File: config.mk
export PLATFORM = sky130hd
export DESIGN_NAME = serial_addsub_seq
export DESIGN_NICKNAME = d
export VERILOG_FILES = /design/src/rtl/serial_addsub_seq.sv
export SDC_FILE = /design/constraint.sdc
export NUM_CORES = 1
export LEC_CHECK = 0
export ABC_AREA = 1
export ABC_CLOCK_PERIOD_IN_PS = 1250
export CAP_MARGIN = 5
export CORE_MARGIN = 1
export CORE_UTILIZATION = 35
export DETAILED_ROUTE_END_ITERATION = 6
export PLACE_DENSITY_LB_ADDON = 0.05
export SLEW_MARGIN = 20
export SYNTH_ARGS = -nofsm -noshare
export SYNTH_HDL_FRONTEND = slang
export SYNTH_SLANG_ARGS = --single-unit
File: constraint.sdc
create_clock -name clk -period 1.25 [get_ports clk]
set_input_delay 0.1875 -clock clk [delete_from_list [all_inputs] [get_ports clk]]
set_output_delay 0.1875 -clock clk [all_outputs]
set_load 0.1 [all_outputs]
File: src/rtl/serial_addsub_seq.sv
`default_nettype none
// ============================================================================
// Module      : serial_addsub_seq
// Description : Bit-serial WIDTH-bit adder/subtractor built around a single
//               1-bit full add/sub cell. Operands are consumed LSB first, one
//               bit pair per clock, with the carry held in a register.
//               Mode = 0 computes A+B, Mode = 1 computes A-B (two's complement).
//               The handshake is start/busy/done.
// Ports       :
//   clk    in   1      rising-edge clock
//   rst    in   1      asynchronous, active-high reset
//   start  in   1      request; sampled only in IDLE
//   Mode   in   1      0 = add, 1 = subtract; captured with the operands
//   A, B   in   WIDTH  operands; captured on the accepting edge
//   busy   out  1      high while bits are being processed
//   done   out  1      one-cycle pulse when Sum/Cout/ovf are updated
//   Sum    out  WIDTH  result, held until the next completion
//   Cout   out  1      add: carry out; sub: borrow (A < B unsigned)
//   ovf    out  1      signed overflow of the selected operation
// Revision    : 1.0 - initial release
// ============================================================================
module serial_addsub_seq #(
    parameter int WIDTH = 8
) (
    input  logic             clk,
    input  logic             rst,
    input  logic             start,
    input  logic             Mode,
    input  logic [WIDTH-1:0] A,
    input  logic [WIDTH-1:0] B,
    output logic             busy,
    output logic             done,
    output logic [WIDTH-1:0] Sum,
    output logic             Cout,
    output logic             ovf
);

    localparam int CW = (WIDTH > 2) ? $clog2(WIDTH) : 1;

    localparam logic [1:0] S_IDLE = 2'd0;
    localparam logic [1:0] S_RUN  = 2'd1;
    localparam logic [1:0] S_DONE = 2'd2;

    localparam logic [CW-1:0] c_last_bit = CW'(WIDTH - 1);

    logic [1:0]       r_state;
    logic [WIDTH-1:0] r_areg;
    logic [WIDTH-1:0] r_breg;
    logic [WIDTH-1:0] r_shift;
    logic             r_carry;
    logic             r_mode;
    logic [CW-1:0]    r_cnt;
    logic [WIDTH-1:0] r_sum;
    logic             r_cout;
    logic             r_ovf;

    logic             w_s;
    logic             w_carry_out;
    logic [WIDTH-1:0] w_shift_next;

    // The single full add/sub cell. Subtraction is handled upstream by
    // inverting B at capture and seeding the carry with 1.
    assign w_s          = r_areg[0] ^ r_breg[0] ^ r_carry;
    assign w_carry_out  = (r_areg[0] & r_breg[0]) | (r_carry & (r_areg[0] ^ r_breg[0]));
    // Result bits enter from the MSB side so the LSB ends up at bit 0
    // after WIDTH shifts.
    assign w_shift_next = {w_s, r_shift[WIDTH-1:1]};

    always_ff @(posedge clk or posedge rst) begin
        if (rst) begin
            r_state <= S_IDLE;
            r_areg  <= '0;
            r_breg  <= '0;
            r_shift <= '0;
            r_carry <= 1'b0;
            r_mode  <= 1'b0;
            r_cnt   <= '0;
            r_sum   <= '0;
            r_cout  <= 1'b0;
            r_ovf   <= 1'b0;
        end else begin
            case (r_state)
                S_IDLE: begin
                    if (start) begin
                        r_areg  <= A;
                        r_breg  <= B ^ {WIDTH{Mode}};
                        r_mode  <= Mode;
                        r_carry <= Mode;
                        r_shift <= '0;
                        r_cnt   <= '0;
                        r_state <= S_RUN;
                    end
                end
                S_RUN: begin
                    r_shift <= w_shift_next;
                    r_carry <= w_carry_out;
                    r_areg  <= r_areg >> 1;
                    r_breg  <= r_breg >> 1;
                    if (r_cnt == c_last_bit) begin
                        r_sum   <= w_shift_next;
                        // In subtract mode the raw carry is "no borrow";
                        // flip it so Cout reads as a borrow.
                        r_cout  <= w_carry_out ^ r_mode;
                        // r_carry is the carry into the MSB on this edge.
                        r_ovf   <= r_carry ^ w_carry_out;
                        r_state <= S_DONE;
                    end else begin
                        r_cnt <= r_cnt + 1'b1;
                    end
                end
                S_DONE: begin
                    r_state <= S_IDLE;
                end
                default: begin
                    r_state <= S_IDLE;
                end
            endcase
        end
    end

    assign busy = (r_state == S_RUN);
    assign done = (r_state == S_DONE);
    assign Sum  = r_sum;
    assign Cout = r_cout;
    assign ovf  = r_ovf;

endmodule
`default_nettype wire
# After elaboration in Yosys (flattened, before gate mapping)
# Index checks and enable logic that the tools add are counted.
# totals
wordCells	46
n_memories	0
rom_bits	0
mem_bits_rw	0
in_bits	20
latchBits	0
regBits	41
out_inout_bits	12
# op_classes
mul	0
n_div	0
eq_ne	6
n_lt_le_gt_ge	0
n_shift	0
add_sub_neg	1
n_bitwise	8
muxes	14
n_reduce_logical	7
# ops
op	count
8-bit case mux with 2 select lines	3
8-bit two-way mux	3
2-bit AND reduction	4
8-bit XOR	1
3-bit two-way mux	2
3-bit case mux with 2 select lines	1
2-bit two-way mux	2
2-bit != test, second input constant	2
2-bit case mux with 2 select lines	1
1-bit XOR	4
3-bit by 1-bit adder with 3-bit output, second input constant	1
3-bit equality test, second input constant	1
3-bit AND reduction	1
1-bit bitwise AND	2
2-bit by 1-bit equality test with 1-bit output, second input constant	1
2-bit equality test, second input constant	1
2-bit logical NOT	1
2-bit by 1-bit != test with 1-bit output, second input constant	1
1-bit case mux with 2 select lines	1
2-bit nonzero test	1
1-bit two-way mux	1
1-bit bitwise OR	1

# Longest topological paths before layout
# Gate-level depths: netlist (run 1).
# depth
ltp_word	4
depth_mapped	7
depth_no_buf	7

# Least setup slack after synthesis (run 1)
# OpenSTA, ideal clock, no wires.
# synth_timing
path_kind	flip-flop to output port
start	register r_state[1]
end	output port done
t_required_ns	1.062
arrival_ns	1.826
path_stages_with_launch	4
path_slack_ns	-0.764
path_cell_list	dfrtp_1 -> inv_1 -> buf_4 -> nor2_1
# synth_between
elab_chain_len	1
# synth_lines
item	line	rtl
start: declaration	46	logic [1:0] r_state;
start signal: assignment	71	r_state <= S_IDLE;
start signal: assignment	91	r_state <= S_RUN;
start signal: assignment	106	r_state <= S_DONE;
2-bit equality test	122	assign done = (r_state == S_DONE);
end: declaration	32	output logic done,
# Every way passes these cells.

# Worst setup path after layout (run 1)
# layout_timing
start	register r_state[1]
end	output port busy
# layout_between
elab_chain_len	1
# layout_lines
item	line	rtl
2-bit by 1-bit equality test with 1-bit output	121	assign busy = (r_state == S_RUN);
end: declaration	31	output logic busy,
# Every way passes these cells.

==> flow_summary.toml, run 1 <==
[setup_path]
timing.critical_path.arrival_ns = 1.16
timing.reg2reg.worst_path_depth = 7
critical_path.top_delay_family = "flip-flops"
critical_path_peak_fanout = 4
cell_chain_of_the_critical_path = "nor2_4 -> buf_6 -> buf_12"
rr_startpoint = "r_cnt[0]"
timing.critical_path.required_ns = 1.06
critical_path_depth = 3
crit_slowest_cell = "dfrtp_2"
count_of_buffering_cells_on_the_critical_path_with_inverters_included = 2
critPathLaunch = "r_state[1]"
start_kind = "flip-flop"
reg2reg_setup_slack_ns = 0.04
slowest_delay_ns = 0.45
timing.critical_path.to_type = "output port"
timing.setup.critical_path_class = "reg2out"
regToRegEndpoint = "Sum[0]"

[routing]
dr.first_iter.drc_count = 71
count_of_antenna_violating_nets_left_after_detailed_routing = 0
wl_mm = 3.99
routed_via_density = 4.39
tritonroute_pass_1_iters = 4
vias = 1595
drcViolationCount = 0
wire_per_inst_um = 11.0

[floorplanning]
chipHeight_um = 75.4
initial_core_util = 0.367
floorplan.die.width_um = 75.4
row_count = 26
ports_placed_on_the_boundary = 32
fp.coreArea_mm2 = 0.00514
fp.dieArea_mm2 = 0.00569

[timing]
setup_viol = 2
finalClockSkew_ns = 0.00513
tightestPinTransition_ns = 0.241
min_period_over_period = 1.08
report.final.hold_viol_count = 0
unrepaired_setup_endpoints_after_global_routing = "yes"
maximum_clock_rate_ghz = 0.742
maxSlewHeadroom = 0.839
worst_slack_ns = -0.0970
final-max-slew-violation-count = 0
final.setup.tns_ns = -0.185
period_minus_slack_ns = 1.35

[power]
leakagePower_nw = 1.42
irDropWorstVdd_uv = 1140
power.density_mw_per_mm2 = 2660

[clock_network]
root_buffer = "clkbuf_8"
htree_levels = 2
clk-insertion-delay-late_ns = 0.29
clk_pin_slew_worst_paths_ns = 0.07
cts.path.max_buffers = 2
cts_hold_buffers = 0
cts-buffers-inserted = 5
cts_tree = "done"
clock-sinks = 40

[status]
violations = "setup timing"
run_status = "complete, but fails checks"

[global_routing]
grt-ovfl-total = 0
grt_pass1_wl_mm = 6.76
first_global_vias = 1474
gr-usage-all-layers = 0.162
maximum_number_of_pins_on_one_net_before_global_route_repair = 41
antenna_found_initial = 0

[logic_synthesis]
synth_largest_area_cell = "dfrtp_1"
syn_area_mm2 = 0.00189
average_cell_area_after_synthesis_um2 = 7.93
portion_of_synthesized_cell_area_occupied_by_the_leading_cell_type = 0.531
mappedNetlistNets = 261
netlist_top_cells_area = "dfrtp_1 53%, nand2_1 23%, nand3_1 5.3%"
yosys_warnings = 0
postSynthRegisterBits = 40
ys_seq_area_frac = 0.531
synth_cell_type_count = 17
syn-instance-count = 238

[worst_hold_path]
hp-class = "in2async"

[flow_run]
cap_viol_max_count = 0

[placement]
detailedPlacementHpwl_mm = 2.76
routabilityCongestion = 0.741
portBuffers = 31
preCtsSetupSlack_ns = -0.0913

[finish]
num_antenna_cells = 0
drive_above_1_share = 0.215
fillerInstances = 530
layout.cells.most_common = "nand2_1"
final_core_util = 0.541
nNetsFinal = 315
layout_common_cells = "113 x nand2_1, 39 x dfrtp_1, 20 x nand3_1"
areaGrowthSynthToFinish_pct = 47.4
[synth_stat cells]
| library cell | count |
|---|---|
| ha_1 | 2 |
| clkbuf_1 | 1 |
| o21ai_1 | 4 |
| nor2_2 | 1 |
| nand2_1 | 117 |
| dfrtp_1 | 40 |
| fa_1 | 1 |
| nand2_2 | 1 |
| nand3_1 | 20 |
| nor2_1 | 4 |
| buf_4 | 3 |
| xnor2_1 | 2 |
| o21ai_4 | 1 |
| o21ai_0 | 12 |
| inv_1 | 24 |
| buf_2 | 2 |
| buf_6 | 3 |
[flip-flops by register name, summed over array words and instances (netlist names)]
register  cells
Sum           8
r_areg        8
r_breg        8
r_shift       7
r_cnt         3
r_state       2
Cout          1
ovf           1
r_carry       1
r_mode        1
[layer usage]
layer  track usage  vias up  wire (um)
li1              -      834          -
met1         0.218      739       1910
met2         0.254       20       1940
met3        0.0331        2        105
met4        0.0741        0         34
met5             0        -          0
[stage by stage]
step	hold slack [ns]	cells	cell area (um^2)	total power, mW
2_1_floorplan	0.297	238	1900	4.73
3_3_place_gp	0.455	348	2530	6.20
3_5_place_dp	0.456	348	2530	6.23
4_1_cts	0.254	361	2730	7.34
5_1_grt	0.311	363	2780	7.92
6_report	0.248	363	2780	7.40
[report_power, final]
group | internal [mW] | leakage, nW | switching (mW)
clock network | 0.450 | 0.0455 | 0.420
registers | 1.85 | 0.511 | 0.412
logic | 1.74 | 0.859 | 2.53
[worst reg2reg max path, cell delays in order, from the launching register on]
cell	delay (ns)
dfrtp_1	0.39
ha_2	0.20
ha_4	0.18
nand2_8	0.11
buf_12	0.13
inv_4	0.03
nand2_2	0.04
nand2_1	0.04
[worst max path at each step]
stage / endpoint / slack [ns]
detailed placement: r_breg[3] / -0.09
global placement: r_cnt[0] / -0.07
floorplan: Sum[0] / 0.001
global route: busy / -0.14
finish: busy / -0.1
CTS: done / -0.15
[layout make-up]
cell class	instances	area (um^2)	area share
Inverter	24	92.6	0.0333
Multi-Input combinational cell	165	798	0.287
Tap cell	70	87.6	0.0315
Clock buffer	8	90.1	0.0324
Timing Repair Buffer	56	711	0.256
Sequential cell	40	1000	0.360
[logic make-up after synthesis]
family                     count (synthesis)  synth area share
and+or+nand+nor                          143             0.300
DFF                                       40             0.531
buffers and inverters                     33            0.0849
AOI/OAI and AO/OA                         17            0.0511
adders and majority gates                  3            0.0239
xor gates and xnor gates                   2           0.00929
[repair_timing]
item	CTS	global route
buffers inserted	5	2
resized for setup	15	17
pin swaps	4	7
cloned	2	0
endpoints found under the setup margin	12	23
(Power assumes the default switching activity.)
==> inputs of run 2 (changes only) <==
--- a/config.mk
+++ b/config.mk
@@ -8,8 +8,10 @@
 export ABC_AREA = 1
 export ABC_CLOCK_PERIOD_IN_PS = 1250
 export CAP_MARGIN = 5
+export CELL_PAD_IN_SITES_DETAIL_PLACEMENT = 1
+export CELL_PAD_IN_SITES_GLOBAL_PLACEMENT = 2
 export CORE_MARGIN = 1
-export CORE_UTILIZATION = 35
+export CORE_UTILIZATION = 27
 export DETAILED_ROUTE_END_ITERATION = 6
 export PLACE_DENSITY_LB_ADDON = 0.05
 export SLEW_MARGIN = 20
==> flow_summary.toml, run 2 (synthesis results as in run 1) <==
[global_routing]
globalRoute.busiestLayer = "met2"
maximum_number_of_pins_on_one_net_before_global_route_repair = 29
global_route_met2_usage = 0.224
grt_use_met3 = 0.0346
antenna_found_initial = 0
grt_pass1_wl_mm = 8.08
grt-ovfl-total = 0
gr-usage-all-layers = 0.142
first_global_vias = 1689
grt_use_met1 = 0.191

[finish]
fillerInstances = 778
num_antenna_cells = 0
nNetsFinal = 318
areaGrowthSynthToFinish_pct = 61.3
drive_above_1_share = 0.351
area.sequential_mm2 = 0.00100
multiInputGateArea_um2 = 973
fin_area_mm2 = 0.00304
layout_common_cells = "89 x nand2_1, 39 x dfrtp_1, 19 x inv_1, 19 x clkdlybuf4s50_1, 17 x buf_12"
layout.cells.most_common = "nand2_1"

[power]
irDropWorstVdd_uv = 787
leakagePower_nw = 1.67
power.density_mw_per_mm2 = 2700

[clock_network]
cts-buffers-inserted = 5
clock-sinks = 40
cts_tree = "done"
htree_levels = 2
clk-insertion-delay-late_ns = 0.30
root_buffer = "clkbuf_8"
cts.path.max_buffers = 2
clk_pin_slew_worst_paths_ns = 0.08
cts_hold_buffers = 0

[routing]
wl_mm = 4.93
tritonroute_pass_1_iters = 3
wire_per_inst_um = 13.1
vias = 1663
drcViolationCount = 0
dr.first_iter.drc_count = 47
count_of_antenna_violating_nets_left_after_detailed_routing = 0
routed_via_density = 4.42

[timing]
tightestPinTransition_ns = 0.350
min_period_over_period = 1.11
period_minus_slack_ns = 1.38
final.setup.tns_ns = -1.07
maximum_clock_rate_ghz = 0.723
finalClockSkew_ns = 0.00592
final-max-slew-violation-count = 0
report.final.hold_viol_count = 0
worst_slack_ns = -0.133
unrepaired_setup_endpoints_after_global_routing = "yes"
maxSlewHeadroom = 0.766
setup_viol = 29

[placement]
dpl-instance-area_mm2 = 0.00256
detailedPlacementHpwl_mm = 3.22
routabilityCongestion = 0.658
portBuffers = 31

[floorplanning]
fp.coreArea_mm2 = 0.00676
row_count = 30
chipHeight_um = 85.6
initial_core_util = 0.279
ports_placed_on_the_boundary = 32
fp.dieArea_mm2 = 0.00733
floorplan.die.width_um = 85.6

[status]
violations = "setup timing"
run_status = "complete, but fails checks"

[setup_path]
start_kind = "flip-flop"
timing.critical_path.required_ns = 1.06
critical_path_peak_fanout = 7
timing.critical_path.to_type = "output port"
timing.setup.critical_path_class = "reg2out"
timing.critical_path.arrival_ns = 1.20

[worst_hold_path]
hp-class = "in2async"

[flow_run]
cap_viol_max_count = 0
==> run 2: worst paths after layout <==
| path | start | to | slack [ns] | depth (start not counted) |
|---|---|---|---|---|
| setup / recovery | r_state[0] | done | -0.13 | 3 |
| hold / removal | rst | Sum[7] | 0.25 | 3 |
| setup reg to reg | r_state[1] | r_shift[3] | -0.07 | 7 |
| hold reg to reg | r_areg[5] | r_areg[5] | 0.49 | 2 |
| max in group asynchronous | rst | r_state[0] | 0.82 | 3 |
| min in group clk | A[7] | r_areg[7] | 0.48 | 3 |
==> run 2: report_power, final <==
part           internal, mW  total [mW]  switching [mW]
sequential             1.85        2.38           0.529
clock                 0.591        1.07           0.478
combinational          1.96        4.76            2.80
total                  4.40        8.21            3.81
==> run 2: routing by layer <==
metal,vias to the layer above,wire length (um),part of all wire
met2,28,2350,0.48
li1,843,-,-
met1,785,2360,0.48
met3,7,140,0.028
met5,-,0,0
met4,0,82,0.017
==> run 2: timing repair <==
item | 4_1_cts | 5_1_grt
cloned | 0 | 3
setup endpoints to repair | 15 | 40
setup buffers | 3 | 3
pin swaps | 1 | 19
resized for setup | 12 | 70
==> run 2: through the flow <==
stage	utilization	hold slack [ns]	total power, mW	cells	setup WS (ns)
final	0.451	0.250	8.21	376	-0.133
after global routing	0.451	0.281	8.75	376	-0.192
after CTS	0.403	0.254	7.56	370	-0.139
after detailed placement	0.379	0.466	6.34	359	-0.0769
after global placement	0.379	0.460	6.29	359	-0.0642
after floorplan	-	0.297	4.73	238	0.00121
==> run 2: final cells by class <==
| cell class | count | area share |
|---|---|---|
| flip-flops and latches | 40 | 0.329 |
| multi-input cells | 165 | 0.320 |
| repair buffers | 59 | 0.251 |
| well taps | 80 | 0.0329 |
| inverters | 24 | 0.0304 |
| clock buffers | 5 | 0.0226 |
| clock inverters | 3 | 0.0140 |
==> run 2: critical path, stage by stage, from the launching register on <==
cell and delay (ns):
dfrtp_1 0.41, buf_4 0.18, nor2_4 0.12, buf_12 0.18
==> RTL change (config.mk and constraints of run 2) <==
Set the parameter `WIDTH` to 4 (it was 8).
--- a/src/rtl/serial_addsub_seq.sv
+++ b/src/rtl/serial_addsub_seq.sv
@@ -20,7 +20,7 @@
 // Revision    : 1.0 - initial release
 // ============================================================================
 module serial_addsub_seq #(
-    parameter int WIDTH = 8
+    parameter int WIDTH = 4
 ) (
     input  logic             clk,
     input  logic             rst,
Interface: changed (resized A, B and Sum); port bits go from 32 to 20. No check against the original RTL was run, so the function may have changed too.
==> RTL change against run 2 <==
The run still ends with negative setup slack left; clock power is 56% lower; total power is 45% lower; design area is 47% lower; final cell count is 43% lower; utilization is 4.9 points lower; routed wire length is 45% lower; non-clock buffer count is 28 lower; worst setup slack better by 65 ps; synthesized area is 41% lower; register-to-register slack better by 110 ps; sequential cell count is 17 lower; largest power group unchanged; highest routed layer unchanged.
==> RTL change: results (changes against run 2) <==
# nets final - 181 (-43%)
dpl ws - -48.91 ps (+27.96 ps)
number of global-route vias before repair - 1003 (-41%)
I/O Buffers - 19 (-39%)
Final Skew - 2.916 ps (-3.006 ps)
Routed wire per std cell - 12.63 um (-3.7%)
global-route total usage across every layer - 14.86% (+0.65 points)
cells after synthesis - 132 (-45%)
synthesized net count - 146 (-44%)
LEAKAGE - 0.8214 nW (-51%)
Fill cells - 474 (-39%)
commonest cells in the netlist - nand2_1 (65), dfrtp_1 (23), inv_1 (12)
Final TNS setup - -68.86 ps (+999.6 ps)
Placed Cells - 208 (-42%)
largest net degree at the start of global routing - 24 (-17%)
final setup margin - -68.11 ps (+64.87 ps)
die width - 66.37 um (-22%)
status - finished, violations left
Worst VDD drop - 1.418 mV (+80%)
Crit Path Max Fanout - 3 (-4)
setup violators final - 2 (-93%)
post-DP HPWL - 2.063 mm (-36%)
Skew-Pair Late Insertion Delay - 270 ps (-30 ps)
first-pass GRT wire length - 4.719 mm (-42%)
drt initial violations - 22 (-53%)
cells on worst reg2reg path - 3 (-4)
vias per cell - 4.389 (-0.77%)
failing checks - negative setup slack
worst endpoint data arrival time - 1130 ps (-70 ps)
layout cell share with drive strength beyond 1 - 22.89% (-12 points)
Worst-Margin Slew - 303.7 ps (-46.45 ps)
## RTL change: worst max-delay path, cell delays in order (launching register included)
cell	delay (ps)
dfrtp_2	450
buf_6	130
nor2_4	100
buf_12	180
## RTL change: per-stage QoR
step	area (um^2)	hold slack [ps]
5_1_grt	1607	287.6
2_1_floorplan	1127	189.4
6_report	1607	259.6
3_5_place_dp	1521	471.2
3_3_place_gp	1521	469.4
4_1_cts	1599	276.0
## RTL change: timing repair
item                       CTS  global route
buffers inserted             3             1
setup endpoints to repair    4             6
pin swaps                    2             5
hold endpoints to repair     0             0
gates cloned                 0             0
gates resized for setup      5             1
## RTL change: metal layers
| layer | track usage (%) | routed length [um] | vias up |
|---|---|---|---|
| li1 | - | - | 473 |
| met1 | 16.35 | 1186 | 458 |
| met2 | 26.79 | 1415 | 12 |
| met3 | 4.138 | 85 | 5 |
| met4 | 5.585 | 40 | 0 |
| met5 | 0 | 0 | - |
## RTL change: final timing paths
kind	startpoint	slack [ps]	endpoint
setup / recovery	r_state[0]	-70	done
hold / removal	rst	260	Sum[0]
setup reg to reg	r_carry	40	Sum[3]
hold reg to reg	r_areg[2]	490	r_areg[2]
max in group asynchronous	rst	740	r_state[0]
min in group clk	A[3]	460	r_areg[3]
## RTL change: power breakdown
| group | internal [W] | total, W | switching [W] |
|---|---|---|---|
| Combinational | 0.00107 | 0.00276 | 0.00169 |
| Sequential | 0.00106 | 0.00132 | 0.000259 |
| Clock | 0.000228 | 0.000476 | 0.000248 |
## RTL change: kinds of logic after synthesis
group	synth area share, %
AND/OR/NAND/NOR	32.10
flip-flops	51.45
buffers and inverters	6.711
AO/OA/AOI/OAI	4.474
XOR/XNOR	2.349
adder cells (fa/ha/maj)	2.908
## RTL change: final cells by class
type	count	area, um^2	share of cell area (%)
sequential	23	578.1	35.98
multi-input combinational	93	478.0	29.75
timing repair buffer	31	376.6	23.44
inverter	15	66.31	4.128
tap	50	62.56	3.894
clock buffer	4	45.04	2.804
